[src/rtl/sm83_adr_seq.sv]
// SM83 address-unit M-cycle sequencer: walks T1..T4 per accepted request and
// drives latch, incrementer, memory strobe and write-back controls.
module sm83_adr_seq (
    input  logic       clk,
    input  logic       reset,
    input  logic       req_valid,
    output logic       req_ready,
    input  logic [2:0] req_kind,
    input  logic [1:0] req_dir,
    input  logic       mem_wait,
    output logic       ctl_al_we,
    output logic       ctl_al_hi_ff,
    output logic       ctl_inc_dec,
    output logic       ctl_inc_cy,
    output logic       ctl_inc_oe,
    output logic       mem_rd,
    output logic       mem_wr,
    output logic       wb_we,
    output logic       done,
    output logic       busy,
    output logic [7:0] mcycle_cnt
);

    localparam logic [2:0] KIND_BUS      = 3'd0;
    localparam logic [2:0] KIND_INC      = 3'd1;
    localparam logic [2:0] KIND_DEC      = 3'd2;
    localparam logic [2:0] KIND_HIFF     = 3'd3;
    localparam logic [2:0] KIND_KEEP_INC = 3'd4;
    localparam logic [2:0] KIND_KEEP     = 3'd5;

    localparam logic [1:0] DIR_NONE  = 2'b00;
    localparam logic [1:0] DIR_READ  = 2'b01;
    localparam logic [1:0] DIR_WRITE = 2'b10;

    typedef enum logic [2:0] {
        ST_IDLE,
        ST_T1,
        ST_T2,
        ST_T3,
        ST_T4
    } state_t;

    state_t     state_reg, state_next;
    logic [2:0] kind_reg, kind_next;
    logic [1:0] dir_reg, dir_next;
    logic [7:0] cnt_reg, cnt_next;

    logic accept;
    logic dir_mem;
    logic kind_latch_t1;
    logic kind_step;

    // Reserved encodings are folded at latch time so the output decode only
    // ever sees the six legal kinds and three legal directions.
    function automatic logic [2:0] norm_kind(input logic [2:0] k);
        return (k > KIND_KEEP) ? KIND_KEEP : k;
    endfunction

    function automatic logic [1:0] norm_dir(input logic [1:0] d);
        return (d == 2'b11) ? DIR_NONE : d;
    endfunction

    assign req_ready = (state_reg == ST_IDLE) || (state_reg == ST_T4);
    assign accept    = req_valid && req_ready;
    assign dir_mem   = (dir_reg == DIR_READ) || (dir_reg == DIR_WRITE);

    assign kind_latch_t1 = (kind_reg == KIND_BUS) || (kind_reg == KIND_INC) ||
                           (kind_reg == KIND_DEC) || (kind_reg == KIND_HIFF);
    assign kind_step     = (kind_reg == KIND_INC) || (kind_reg == KIND_DEC) ||
                           (kind_reg == KIND_KEEP_INC);

    always_ff @(posedge clk) begin
        if (reset) begin
            state_reg <= ST_IDLE;
            kind_reg  <= KIND_BUS;
            dir_reg   <= DIR_NONE;
            cnt_reg   <= 8'h00;
        end else begin
            state_reg <= state_next;
            kind_reg  <= kind_next;
            dir_reg   <= dir_next;
            cnt_reg   <= cnt_next;
        end
    end

    always_comb begin
        state_next = state_reg;
        kind_next  = kind_reg;
        dir_next   = dir_reg;
        cnt_next   = cnt_reg;

        case (state_reg)
            ST_IDLE: if (accept) state_next = ST_T1;
            ST_T1:   state_next = ST_T2;
            // Only bus cycles can be stretched; internal cycles ignore mem_wait.
            ST_T2:   state_next = (mem_wait && dir_mem) ? ST_T2 : ST_T3;
            ST_T3:   state_next = ST_T4;
            ST_T4: begin
                cnt_next   = cnt_reg + 8'd1;
                state_next = accept ? ST_T1 : ST_IDLE;
            end
            default: state_next = ST_IDLE;
        endcase

        if (accept) begin
            kind_next = norm_kind(req_kind);
            dir_next  = norm_dir(req_dir);
        end
    end

    // Controls depend only on registered state and latched fields, so they
    // hold steady across the whole period for the falling-edge latch.
    always_comb begin
        ctl_al_we    = 1'b0;
        ctl_al_hi_ff = 1'b0;
        ctl_inc_dec  = 1'b0;
        ctl_inc_cy   = 1'b0;
        ctl_inc_oe   = 1'b0;
        mem_rd       = 1'b0;
        mem_wr       = 1'b0;
        wb_we        = 1'b0;
        done         = 1'b0;

        case (state_reg)
            ST_T1: begin
                ctl_al_we    = kind_latch_t1;
                ctl_al_hi_ff = (kind_reg == KIND_HIFF);
                mem_rd       = (dir_reg == DIR_READ);
                mem_wr       = (dir_reg == DIR_WRITE);
            end
            ST_T2: begin
                mem_rd = (dir_reg == DIR_READ);
                mem_wr = (dir_reg == DIR_WRITE);
            end
            ST_T3: begin
                ctl_al_we   = kind_step;
                ctl_inc_oe  = kind_step;
                ctl_inc_cy  = kind_step;
                ctl_inc_dec = (kind_reg == KIND_DEC);
                mem_rd      = (dir_reg == DIR_READ);
                mem_wr      = (dir_reg == DIR_WRITE);
            end
            ST_T4: begin
                wb_we = kind_step;
                done  = 1'b1;
            end
            default: ;
        endcase
    end

    assign busy       = (state_reg != ST_IDLE);
    assign mcycle_cnt = cnt_reg;

endmodule

[config.mk]
export PLATFORM = sky130hd
export DESIGN_NAME = sm83_adr_seq
export DESIGN_NICKNAME = d
export VERILOG_FILES = /design/src/rtl/sm83_adr_seq.sv
export SDC_FILE = /design/constraint.sdc
export NUM_CORES = 1
export LEC_CHECK = 0
export ABC_CLOCK_PERIOD_IN_PS = 2150
export BUFFER_PORTS_ARGS = -buffer_cell sky130_fd_sc_hd__buf_2
export CAP_MARGIN = 20
export CORE_MARGIN = 3
export CORE_UTILIZATION = 40
export CTS_CLUSTER_DIAMETER = 40
export DETAILED_ROUTE_END_ITERATION = 12
export PLACE_DENSITY_LB_ADDON = 0.1
export SYNTH_ARGS = -nofsm -noshare
export SYNTH_HDL_FRONTEND = slang
export SYNTH_SLANG_ARGS = --single-unit
[constraint.sdc]
create_clock -name clk -period 2.15 [get_ports clk]
set_clock_uncertainty 0.2 [all_clocks]
set_input_delay 0.43 -clock clk [delete_from_list [all_inputs] [get_ports clk]]
set_output_delay 0.43 -clock clk [all_outputs]
set_load 0.02 [all_outputs]
Word-level counts from Yosys, hierarchy flattened --
Index checks and enable logic that the tools add are counted.
Storage, ports and cells: flip-flop bits (word level) 16, input port bits 9, output and inout bits 19, word-level logic and storage cells 45
Operators by class: add/sub/neg operators 1, magnitude comparators 1, equality and inequality tests 12, mux-type cells 14, reductions and logical operators 13
Operators by type and width (count):
- 3-bit case mux with 5 select lines | 1
- 3-bit by 2-bit == test with 1-bit output, second input constant | 4
- 1-bit two-way mux | 9
- 8-bit by 1-bit adder with 8-bit output, second input constant | 1
- 1-bit logical OR | 7
- 3-bit by 1-bit == test with 1-bit output, second input constant | 2
- 3-bit == test, second input constant | 2
- 3-bit logical NOT | 2
- 3-bit two-way mux | 2
- 2-bit == test, second input constant | 2
- 3-bit > comparator, second input constant | 1
- 3-bit nonzero test | 1
- 3-bit OR reduction | 1
- 2-bit by 1-bit == test with 1-bit output, second input constant | 1
- 1-bit logical AND | 2
- 2-bit two-way mux | 1
- 2-bit inequality test, second input constant | 1
- 1-bit case mux with 2 select lines | 1

Depth between registers and ports, before layout --
depth in word-level cells 5, mapped depth 5, mapped depth without buffers 5

Worst setup path before layout --
OpenSTA, ideal clock, no wires.
path type flip-flop to output port, from register state_reg[1], to output mem_rd, arrival 1.381 ns, required time 1.520 ns, slack 0.139 ns, cell stages (with the launch flop) 4, buffers on the path 1, path through dfxtp_1 > clkbuf_1 > nor2_1 > nor3b_1
Between the ends: word-level cells in the longest chain between the ends 3, elaborated cells between the ends (all ways) 5, those cells by class eq/ne (3); mux (1); reduce/logical (1)
Ends and longest elaborated chain:
- start, declared | RTL line 43 | state_t state_reg, state_next;
- start signal, assigned | RTL line 79 | state_reg <= state_next;
- 3-bit by 2-bit == test with 1-bit output or 3-bit by 1-bit == test with 1-bit output (tied branches) | RTL line 124 | case (state_reg)
- 3-bit OR reduction (no source line) (*)
- 1-bit two-way mux (*)
- end, declared | RTL line 16 | output logic mem_rd,
Every way passes the cells marked *; elsewhere a longest branch is shown, timed or not.

Worst setup path after layout --
from register state_reg[1], to output wb_we
Between the ends: word-level cells in the longest chain between the ends 2
Ends and longest elaborated chain:
- 3-bit == test | RTL line 124
- 1-bit two-way mux | RTL line 124
- end, declared | RTL line 18 | output logic wb_we,
Every way passes these cells.

==> impl.org <==
** Timing
- Final max-slew violation count :: 0
- Static timing analysis puts the maximum clock frequency at 484 MHz.
- For the final routed database, the setup TNS stands at 0 ps.
- In the finished design, the share of the clock period the worst path needs comes to 96.1%.
- Worst hold slack across all endpoints :: 195 ps
- Slew headroom :: 67.8%
- RSZ-0062 raised after global routing :: false
- The final-report hold violation count is 0.
- Minimum clock period :: 2070 ps
- At the pin with the least slew margin, the transition time is 482 ps.
- Setup violations remaining at the end of the flow were counted as 0.

** Yosys
- The cell count after synthesis came out at 102.
- Number of nets in the synthesized netlist :: 114
- The synthesized design devotes to its leading area cell type 38.1% of total area.
- Summing every instance area after synthesis gives 841 um2.
- Sequential elements use 38.1% of the synthesized area.
- Post-synth top area cell :: dfxtp_1
- Synthesis inferred 16 register bits.
- Yosys warning count :: 0
- Synth top area cells :: dfxtp_1 38%, a21oi_1 7.1%, ha_1 4.5%, nand2_1 4.5%, nand3b_1 3.6%
- The number of different library cells used by synthesis comes to 30.
- Syn Area/Cell :: 8.24 um2

** Layout
- Area overhead of the layout relative to synthesis :: 19.6%
- At the end of the flow, the number of nets in the layout was 139.
- Commonest non-fill, non-tap cell in the layout :: buf_2
- The register with the most flip-flops in the layout has 8 of them.
- Most frequent cells in the layout :: 27 x buf_2, 13 x dfxtp_1, 12 x a21oi_1
- ANT cells :: 0
- Fraction of layout cells with a size suffix above 1 :: 29.4%
- Counting the fill cells in the layout gives 178.
- Non-filler instance count after layout :: 151

** Pwr
- Power per Cell Area :: 662 nW/um2
- Leakage component of the power :: 0.410 nW
- Total power :: 0.666 mW
- Peak supply drop :: 0.347 mV

** Clock tree
- TritonCTS created 3 clock buffers.
- Number of setup buffers added after CTS :: 0
- Hold bufs inserted after CTS :: 0
- H-tree lvl count :: 1
- Clock transition at path regs :: 100 ps
- The later pin in the worst-skew pair is clocked with a latency of 290 ps.
- CTS root buffer :: clkbuf_4
- TritonCTS clock tree :: built
- The clock net in this run drives a total of 16 sinks.
- The clock passes through at most 2 buffers.

** Die
- Row Count :: 15
- Measured along the y axis, the die boundary spans 51.8 um.
- Number of ports placed on the die boundary :: 28
- Die Area :: 2690 um2
- Measured along the x axis, the die boundary spans 51.8 um.
- Initial standard-cell utilization of the core :: 45.3%
- Total core area :: 1860 um2

** Critical path
- Largest incremental delay on the critical path :: 470 ps
- The signal on the critical path passes through or3b_4 > nor2_1 > buf_2.
- STA classifies the critical path endpoint as an output pin.
- STA puts the critical path data required time at 1520 ps.
- Crit Path Category :: reg2out
- Sort of element at the start of the critical path :: register
- Crit Path Max Fanout :: 14
- At the worst endpoint, the arrival time is 1440 ps.
- Library cell contributing the largest single delay on the critical path :: or3b_4

** Global route
- The first global-routing pass estimated 2940 um of wire.
- Global routing used 14.6% of the available tracks across all layers.
- Grt ovf :: 0
- Initial antenna violation count :: 0
- Maximum number of pins on one net before global-route repair :: 17
- Number of global-route vias before repair :: 678

** Placement
- Counting tap cells, the placed design contains a total of 147 instances.
- DP Wirelength :: 1310 um
- Count of buffers inserted at the top-level ports :: 27
- Last weighted congestion value of the routability-driven placer :: 0.719

** Detailed routing
- The detail route stage leaves a number of antenna-violating nets equal to 0.
- The first detailed-routing pass took 4 iterations.
- Dividing the detail-routed wire length by the instance count gives 11.7 um.
- After detailed routing, the number of vias per cell comes to 5.23.
- For this run, design rule violations remaining after detail routing come to 0.
- Total detailed-routing wirelength :: 1770 um
- The first routing iteration left 9 violations.
- Via count :: 789

** Hold path
- The path class of the tightest hold or removal check is in2reg.

** Status
- The run finished with clean final reports.

** Run
- Maximum capacitance violations :: 0
worst max-delay path, delay by kind of cell (launching register included):
kind | cells | cell delay [ps]
flip-flops | 1 | 390
buffers and inverters | 1 | 160
AND/OR/NAND/NOR | 2 | 590
synthesized netlist by cell type:
master    number
or3b_4         1
a211oi_1       2
or3_1          2
nor2b_1        1
nor4_1         1
nor2_1         6
o22a_1         1
dfxtp_1       16
clkbuf_1       4
buf_6          1
o21ba_2        1
o21ai_0        2
a21oi_1       12
nand3b_1       4
inv_1          5
nand2b_1       3
nor3b_1        3
nand4_1        1
or4_1          3
nor4bb_1       1
o31ai_1        3
or3b_2         1
ha_1           3
nand2_1       10
nand3_1        5
xor2_1         1
xnor2_1        3
nor3_1         3
a31oi_1        1
buf_4          2
layout make-up:
cell class	count	area [um2]	share of cell area (%)
Sequential cell	16	324	32.2
Timing Repair Buffer	27	135	13.4
Clock buffer	4	36.3	3.61
Inverter	5	18.8	1.87
Multi-Input combinational cell	74	460	45.8
Tap cell	25	31.3	3.11
path summary, 6_finish.rpt:
| kind | from | to | slack [ps] | depth (start not counted) |
|---|---|---|---|---|
| worst max-delay path | state_reg[1] | wb_we | 80 | 3 |
| worst min register to register | state_reg[2] | state_reg[1] | 270 | 1 |
| worst min-delay path | req_kind[2] | kind_reg[2] | 190 | 3 |
| worst max register to register | state_reg[1] | mcycle_cnt[5] | 360 | 3 |
metrics by stage:
stage               instance area (um2)  util (%)  setup WS, ps
detailed placement                  966      52.0           313
CTS                                1000      53.9          4.42
finish                             1010      54.1          83.8
global placement                    966      52.0           363
floorplan                           841         -           139
global route                       1010      54.1          24.1
report_power, final:
group | leakage [nW] | switching (mW) | total [mW] | internal, mW
clock | 0.0210 | 0.0998 | 0.203 | 0.103
combinational | 0.258 | 0.0724 | 0.125 | 0.0521
sequential | 0.131 | 0.0260 | 0.338 | 0.312
per-layer routing:
layer	track usage (%)	vias to the layer above	part of all wire [%]
met5	0	-	0
met4	9.17	0	1.9
met3	2.58	4	5.8
met2	20.1	24	40
met1	20.8	351	52
li1	-	410	-
cell families after synthesis:
logic type	share of synthesized area (%)
compound gates	15.8
xor+xnor	4.17
fa+ha+maj	4.46
buf+inv	7.14
flops	38.1
simple gates	30.4
timing repair:
| action | CTS | global route |
|---|---|---|
| endpoints found under the setup margin | 0 | 6 |
| hold endpoints to repair | 0 | 0 |
| gates resized for setup | 0 | 3 |
Note: power is estimated with default switching activity, not from simulation.
